[src/rtl/ehl_gpio_irq.sv]
// GPIO interrupt status block: per-line level/edge event detection into a
// sticky write-1-to-clear status register, with a registered combined request.
module ehl_gpio_irq #(
  parameter int WIDTH = 32
) (
  input  logic             clk,
  input  logic             reset_n,
  input  logic [WIDTH-1:0] din,
  input  logic [WIDTH-1:0] ier,
  input  logic [WIDTH-1:0] itr,
  input  logic [WIDTH-1:0] ipr,
  input  logic [WIDTH-1:0] ibe,
  input  logic             clr_en,
  input  logic [WIDTH-1:0] clr_data,
  output logic [WIDTH-1:0] isr,
  output logic             irq
);

  logic [WIDTH-1:0] prev;
  logic             primed;
  logic [WIDTH-1:0] lvl_ev;
  logic [WIDTH-1:0] edg_ev;
  logic [WIDTH-1:0] set_mask;
  logic [WIDTH-1:0] clr_mask;
  logic [WIDTH-1:0] isr_nxt;

  always_comb begin
    // Active level is din==1 for ipr=0 and din==0 for ipr=1, i.e. din ^ ipr.
    lvl_ev   = ~itr & (din ^ ipr);
    // primed gates every edge term so the first post-reset sample of din,
    // compared against the reset value of prev, can never look like an edge.
    edg_ev   = {WIDTH{primed}} & itr &
               ((ibe & (prev ^ din)) |
                (~ibe & ~ipr & ~prev &  din) |
                (~ibe &  ipr &  prev & ~din));
    set_mask = (lvl_ev | edg_ev) & ier;
    clr_mask = {WIDTH{clr_en}} & clr_data;
    // Set takes priority over clear, so an active level cannot be cleared.
    isr_nxt  = set_mask | (isr & ~clr_mask);
  end

  // NOTE: state is updated with non-blocking assignments so irq samples the
  // pre-edge isr value, giving the one-cycle isr-to-irq latency.
  always_ff @(posedge clk or negedge reset_n) begin
    if (!reset_n) begin
      prev   <= '0;
      primed <= 1'b0;
      isr    <= '0;
      irq    <= 1'b0;
    end else begin
      prev   <= din;
      primed <= 1'b1;
      isr    <= isr_nxt;
      irq    <= |(isr & ier);
    end
  end

endmodule

[config.mk]
export PLATFORM = sky130hd
export DESIGN_NAME = ehl_gpio_irq
export DESIGN_NICKNAME = d
export VERILOG_FILES = /design/src/rtl/ehl_gpio_irq.sv
export SDC_FILE = /design/constraint.sdc
export NUM_CORES = 1
export LEC_CHECK = 0
export BUFFER_PORTS_ARGS = -buffer_cell sky130_fd_sc_hd__buf_2
export CORE_UTILIZATION = 37
export DETAILED_ROUTE_END_ITERATION = 6
export HOLD_SLACK_MARGIN = 0.08
export PLACE_DENSITY = 0.77
export SETUP_SLACK_MARGIN = 0.3
export SLEW_MARGIN = 25
export SYNTH_ARGS = -nofsm -noshare
export SYNTH_HDL_FRONTEND = slang
export SYNTH_SLANG_ARGS = --single-unit
[constraint.sdc]
create_clock -name clk -period 1.4 [get_ports clk]
set_clock_uncertainty 0.2 [all_clocks]
set_input_delay 0.21 -clock clk [delete_from_list [all_inputs] [get_ports clk]]
set_output_delay 0.21 -clock clk [all_outputs]
set_load 0.02 [all_outputs]
# Yosys cells after proc, flatten, opt, wreduce, memory -nomap -nowiden
# Cells that the tools add are included.
dict set report totals {
  reg_bits 66
  inputBits 195
  output_inout_bits 33
  elab_cells 31
}
dict set report classes {
  bitwise_logic 26
  n_reduce_logical 1
}
# op count
set ops {}
lappend ops {{32-bit bitwise AND} 14}
lappend ops {{32-bit inverter} 6}
lappend ops {{32-bit OR} 4}
lappend ops {{32-bit XOR} 2}
lappend ops {{32-bit OR reduction} 1}

# Logic depth before layout (Yosys ltp)
# Gate-level depths: netlist of the first run.
dict set report logic_depth {
  depth_word 10
  mapped_depth 4
  ltp_nobuf 3
}

# Worst setup path before layout of the first run
# Ideal clock, no wire load.
dict set report synth_timing {
  path_kind {flip-flop to flip-flop}
  startpoint {register isr[23]}
  endpoint {register irq}
  setup_time_ns 0.138
  arrival_time_ns 1.233
  required_time_ns 1.062
  setup_slack_ns -0.171
  path_stages_with_launch 4
  n_path_buf 0
  period_less_slack_ns 1.571
  cell_sequence {dfrtp_1 -> a22oi_1 -> nand4_1 -> or4_1}
}
dict set report synth_via {
  elab_chain_len 2
}
# element line_no
set synth_lines {}
lappend synth_lines {{start, declared} 15} ;# output logic [WIDTH-1:0] isr,
lappend synth_lines {{start signal, assigned} 53} ;# isr <= isr_nxt;
lappend synth_lines {{32-bit bitwise AND} 54} ;# irq <= |(isr & ier);
lappend synth_lines {{32-bit OR reduction} 54}
lappend synth_lines {{end signal, assigned} 54}
lappend synth_lines {{end, declared} 16} ;# output logic irq
# Every way passes these cells.

# Worst setup path after layout of the first run
dict set report layout_timing {
  startpoint {register isr[15]}
  endpoint {register irq}
}
# Same word-level chain as after synthesis.

==> reports/qor.csv, run 1 <==
metric,value,unit
status,"complete, but fails checks",
failing checks,"hold timing, setup timing",
static leakage,0.00315,uW
"slowest stage delay, CP",0.49,ns
cell family with most CP delay,simple AND/OR/NAND/NOR gates,
Sink Count,66,
area grow syn2layout,106,%
mapped cell area,3240,um^2
Worst Path Max Fanout,2,
critical path capture point type,register,
CTS buffer count,9,
fraction of layout cells with a size suffix above 1,50.8,%
YS warnings,0,
CP cell instances,"a22oi_2, nand4_1, or4_1",
IO Port Bufs,227,
CP startpoint,isr[15],
fmax,631,MHz
Core ar.,8340,um^2
Fin. Hold Viols,5,
"top cells by count, synth","nand2_1, dfrtp_1, xnor2_1",
CTS tree,yes,
Bufs and invs on worst path,0,
Synth area leader,dfrtp_1,
ant diodes,0,
via density per instance,5.12,
dpl ws,-0.261,ns
first-pass GRT wire length,20.3,mm
GPL Wtd Cong,0.780,
H-tree depth,3,
Worst Hold Launch,ier[5],
Synth Area in Adders,0,%
antenna violations before repair,0,
met2 usage,59.0,%
clk buf depth,2,
proportion of netlist area held by the largest area contributor,50.9,%
crit path launch type,register,
Final ANT Viol Nets,0,
hold_ws,-0.0307,ns
sequential-to-total area share from yosys stat,50.9,%
Crit path required time,1.40,ns
GR Overflow Total,0,
Slew Limit Fails,0,
GR Util met3,7.26,%
chip height,95.6,um
Root Buffer,clkbuf_8,
TritonRoute pass-1 iters,4,
met1 global-route usage,28.2,%
Boundary Pins,228,
largest family of logic cells by synthesized area,compound AO/OA/AOI/OAI gates,
Die Area,9140,um^2
Critical Path AT,1.58,ns
busiest grt layer,met2,
vias in the first global route,4559,
DRT iter0 DRCs,86,
crit path time final,1.58,ns
post-synthesis cell count,319,
WL final,14.2,mm
setup_tns,-0.242,ns
Synth Register Bits,66,
post-synthesis mux area share,0,%
Hold WC Path Type,in2reg,
Cell Rows,33,
Detailed Place HPWL,7.81,mm
largest net degree at the start of global routing,36,
RSZ-0062 raised after global routing,yes,
worst reg2reg path startpoint,isr[15],
most used flip-flop cell after synthesis,dfrtp_1,
power per cell area,955,nW/um^2
Synth Area in Simple Gates,12.1,%
Netlist cell types,14,
DRC,0,
Vias,4153,
Synth Area in Compound Gates,18.7,%
Max IR drop VDD,0.000716,V
ranking of synthesized cells by area,"dfrtp_1, xnor2_1, nand2_1",
Final setup viols,10,
most common cell in the netlist,nand2_1,
mean post-synth cell area,10.2,um^2
initial core utilization,38.9,%
post-synth net total,514,
ys async rst share,100,%
final worst slack,-0.184,ns
Total GRT Usage,29.9,%
Synth Area in XOR/XNOR,17.3,%
Die W,95.6,um
critical path class,reg2reg,
clock insertion delay at the later pin of the skew report,0.34,ns
Worst-path clk slew,0.07,ns
Routed WL per cell,17.5,um
nets@finish,896,
"EDFF count, synth",0,
crit share post-route,113,%
MaxCap Viol Count,0,
CP max-delay cell,or4_1,
==> per-stage QoR <==
step	instances	hold slack, ns	power [uW]	utilization [%]	area, um^2
6_report	811	-0.0307	6380	80.1	6680
5_1_grt	811	-0.0406	6650	80.1	6680
4_1_cts	806	-0.0593	6230	78.8	6570
3_5_place_dp	693	0.0823	3920	58.7	4900
3_3_place_gp	693	0.0756	3880	58.7	4900
2_1_floorplan	319	-0.286	2990	-	3280
==> placed cells by master, fill, tap and decap left out <==
cell              n
dlymetal6s4s_1    1
a22oi_1           8
clkinvlp_4        2
buf_6            63
dfrtp_1          54
o21ai_4           5
a32o_2            5
xnor2_2           1
conb_1            1
a32o_1           27
a22oi_2           8
buf_4            22
clkinv_2          1
inv_2             1
o21ai_2          27
buf_2           194
nand2_1          96
bufinv_16         1
nand4_1           4
xnor2_1          63
buf_16            2
dfrtp_2          12
clkbuf_1          1
buf_12            4
dlygate4sd3_1    91
clkbuf_8         11
or4_1             1
==> layout make-up <==
class | instances | area (um^2)
timing repair buffer | 377 | 2900
clock inverter | 4 | 50.0
fill | 475 | 1660
sequential | 66 | 1670
multi-input combinational | 246 | 1770
inverter | 1 | 3.75
clock buffer | 12 | 155
tap | 105 | 131
==> sequential cells by signal, indices dropped and copies added (netlist names) <==
register	count
irq	1
primed	1
isr	32
prev	32
==> routing by layer <==
| layer | up-vias | wire (um) |
|---|---|---|
| met3 | 38 | 786 |
| met5 | - | 0 |
| li1 | 1901 | - |
| met2 | 210 | 8180 |
| met1 | 2004 | 4850 |
| met4 | 0 | 408 |
==> kinds of logic (layout without fill, tap and decap cells) <==
kind of cell	after synthesis	in the layout
compound gates	80	80
xor+xnor	64	64
buf+inv	7	394
flops	66	66
other cells	1	1
simple gates	101	101
==> where the power goes <==
group	total, uW	leakage [uW]	internal (uW)	switching, uW
combinational	2430	0.00230	1410	1020
sequential	2270	0.000756	2120	152
clock	1680	0.0000986	919	757
==> final timing paths <==
path | to | slack (ns) | depth (start not counted)
min reg2reg | isr[31] | 0.41 | 2
min in group asynchronous | prev[14] | 0.24 | 3
max | irq | -0.18 | 3
max reg2reg | irq | -0.18 | 3
min | isr[5] | -0.03 | 2
max in group asynchronous | isr[16] | 0.39 | 3
==> what timing repair did <==
item / in CTS / in global routing
gates cloned: 2 / 0
setup buffers: 6 / 2
setup endpoints to repair: 66 / 82
hold buffers: 89 / 3
pin swaps: 7 / 3
resized for setup: 134 / 15
endpoints found under the hold margin: 131 / 29
(Power assumes the default switching activity.)
==> inputs of run 2 (changes only) <==
--- a/config.mk
+++ b/config.mk
@@ -10,7 +10,6 @@
 export DETAILED_ROUTE_END_ITERATION = 6
 export HOLD_SLACK_MARGIN = 0.08
 export PLACE_DENSITY = 0.77
-export SETUP_SLACK_MARGIN = 0.3
 export SLEW_MARGIN = 25
 export SYNTH_ARGS = -nofsm -noshare
 export SYNTH_HDL_FRONTEND = slang
==> run 2 against run 1 <==
- the run ends with setup timing left
- cell area is 10% higher
- critical path depth stayed put
- power is 2.0% higher
- sequential power hardly changed
- sequential share of layout area is 2.3 points lower
- first-iteration DRC count is 86% higher
- worst hold slack better by 0.075 ns
- clock power is 4% lower
- utilization is 8.0 points higher
- setup slack worse by 0.0056 ns
==> reports/qor.csv, run 2 (synthesis results as in run 1) <==
metric,value,unit,change
RSZ-0062 raised after global routing,yes,,
critical path class,reg2reg,,
Routed WL per cell,20.1,um,+15%
Worst Path Max Fanout,2,,unchanged
top flop regs,"isr (32), prev (32)",,
first-pass GRT wire length,21.8,mm,+7.3%
crit share post-route,114,%,+0.40 points
sequential cell area,1670,um^2,unchanged
dpl ws,-0.183,ns,+0.0779 ns
Critical Path AT,1.58,ns,about the same
Sw Share,30.3,%,+0.034 points
crit path launch type,register,,
IO Port Bufs,227,,unchanged
nets@finish,949,,+5.9%
FILL cells,377,,-21%
vias in the first global route,4894,,+7.3%
CP max-delay cell,or4_1,,
Seq pwr share,35.3,%,-0.4 points
Crit path required time,1.39,ns,about the same
WL final,17.4,mm,+22%
CTS tree,yes,,
Logic pwr share,40.1,%,+2.0 points
Die Area,9140,um^2,unchanged
Sink Count,66,,unchanged
H-tree depth,3,,unchanged
Total GRT Usage,31.9,%,+2.0 points
crit path time final,1.59,ns,+0.00564 ns
Die W,95.6,um,unchanged
"commonest non-fill, non-tap cell in the layout",buf_2,,
Fin. Hold Viols,0,,-5
Core ar.,8340,um^2,unchanged
Slew Limit Fails,0,,unchanged
most frequent cells in the layout,"buf_2, dlygate4sd3_1, nand2_1",,
power per cell area,886,nW/um^2,-7.2%
"slowest stage delay, CP",0.48,ns,about the same
Boundary Pins,228,,unchanged
CTS buffer count,9,,unchanged
Int Pwr,4540,uW,+2.0%
fraction of layout cells with a size suffix above 1,43.7,%,-7.1 points
Max IR drop VDD,0.000698,V,-2.5%
Post-Place Cells,691,,-0.29%
largest net degree at the start of global routing,67,,+86%
static leakage,0.00353,uW,+12%
status,"complete, but fails checks",,
Root Buffer,clkbuf_8,,
DRC,0,,unchanged
overall power,6510,uW,+2.0%
via density per instance,5.40,,+5.4%
Final setup viols,18,,+8
Multi-input gate area,1850,um^2,+4.5%
critical path capture point type,register,,
Final ANT Viol Nets,0,,unchanged
GR Overflow Total,0,,unchanged
DRT iter0 DRCs,160,,+86%
Worst-path clk slew,0.07,ns,about the same
Detailed Place HPWL,7.81,mm,about the same
failing checks,setup timing,,
setup_tns,-0.539,ns,-0.297 ns
"non-filler cells, final",866,,+6.8%
chip height,95.6,um,unchanged
GPL Wtd Cong,0.799,,+2.5%
clk buf depth,2,,unchanged
Vias,4676,,+13%
Net Switching,1970,uW,+2.1%
TritonRoute pass-1 iters,5,,+1
Hold WC Path Type,in2reg,,
fmax,629,MHz,-0.36%
initial core utilization,38.9,%,unchanged
clock share of power,24.7,%,-1.6 points
clock insertion delay at the later pin of the skew report,0.33,ns,about the same
Cell Rows,33,,unchanged
antenna violations before repair,1,,+1
area grow syn2layout,127,%,
CP cell instances,"a22oi_2, nand4_1, or4_1",,
final worst slack,-0.189,ns,-0.00564 ns
MaxCap Viol Count,0,,unchanged
-- run 2: changes by cell type in the layout (fill, tap and decap cells not counted), moves of 4 or more --
cell	previous run	this run
dlygate4sd3_1	91	164
xnor2_1	63	31
xnor2_2	1	33
o21ai_1	0	31
o21ai_2	27	0
buf_2	194	178
o21ai_4	5	0
buf_6	63	59
dlymetal6s4s_1	1	5
-- run 2: per-layer routing --
layer	global-route usage (%)	vias to the layer above	wire (um)
met4	22.0	0	1380
met1	30.2	2167	5500
met3	6.54	136	1330
met2	60.7	365	9200
li1	-	2008	-
met5	0	-	0
-- run 2: final timing paths --
kind                         start  endpoint  slack, ns  cells after the start
max                        isr[29]       irq      -0.19                      3
min                         ier[9]       irq       0.04                      4
min reg2reg                isr[11]   isr[11]       0.42                      2
min in group asynchronous  reset_n  prev[14]       0.23                      3
max reg2reg                isr[29]       irq      -0.19                      3
max in group asynchronous  reset_n   isr[30]       0.44                      3
-- run 2: worst max-delay path: cells and delay by family, from the launching register on --
kind / cells / cell delay [ns]
DFF: 1 / 0.40
and+or+nand+nor: 2 / 0.64
AOI/OAI and AO/OA: 1 / 0.20
-- run 2: cell type report --
class,count,area share [%]
inverter,1,0.0511
clock inverter,1,0.0681
sequential,66,22.7
clock buffer,15,2.67
tap,105,1.79
multi-input combinational,246,25.2
antenna,2,0.0681
timing repair buffer,430,47.5
-- run 2: per-stage QoR --
| stage | instance area, um^2 | util (%) | hold slack (ns) |
|---|---|---|---|
| floorplan | 3260 | - | -0.286 |
| global placement | 4900 | 58.7 | 0.0539 |
| global route | 7340 | 88.0 | 0.0614 |
| finish | 7350 | 88.1 | 0.0446 |
| CTS | 6740 | 80.8 | -0.0483 |
| detailed placement | 4900 | 58.7 | 0.0576 |
-- run 2: what timing repair did --
item	in CTS	in global routing
buffers inserted	0	20
setup endpoints to repair	33	59
pin swaps	7	5
endpoints found under the hold margin	131	13
hold buffers	137	32
resized for setup	82	66
-- run 2: power groups by stage --
stage / sequential, uW / combinational [uW] / clock [uW]
final: 2300 / 2610 / 1610
after global routing: 2310 / 2750 / 1710
after CTS: 2250 / 2240 / 1600
after detailed placement: 2270 / 1660 / 0
after global placement: 2250 / 1630 / 0
after floorplan: 2490 / 490 / 0
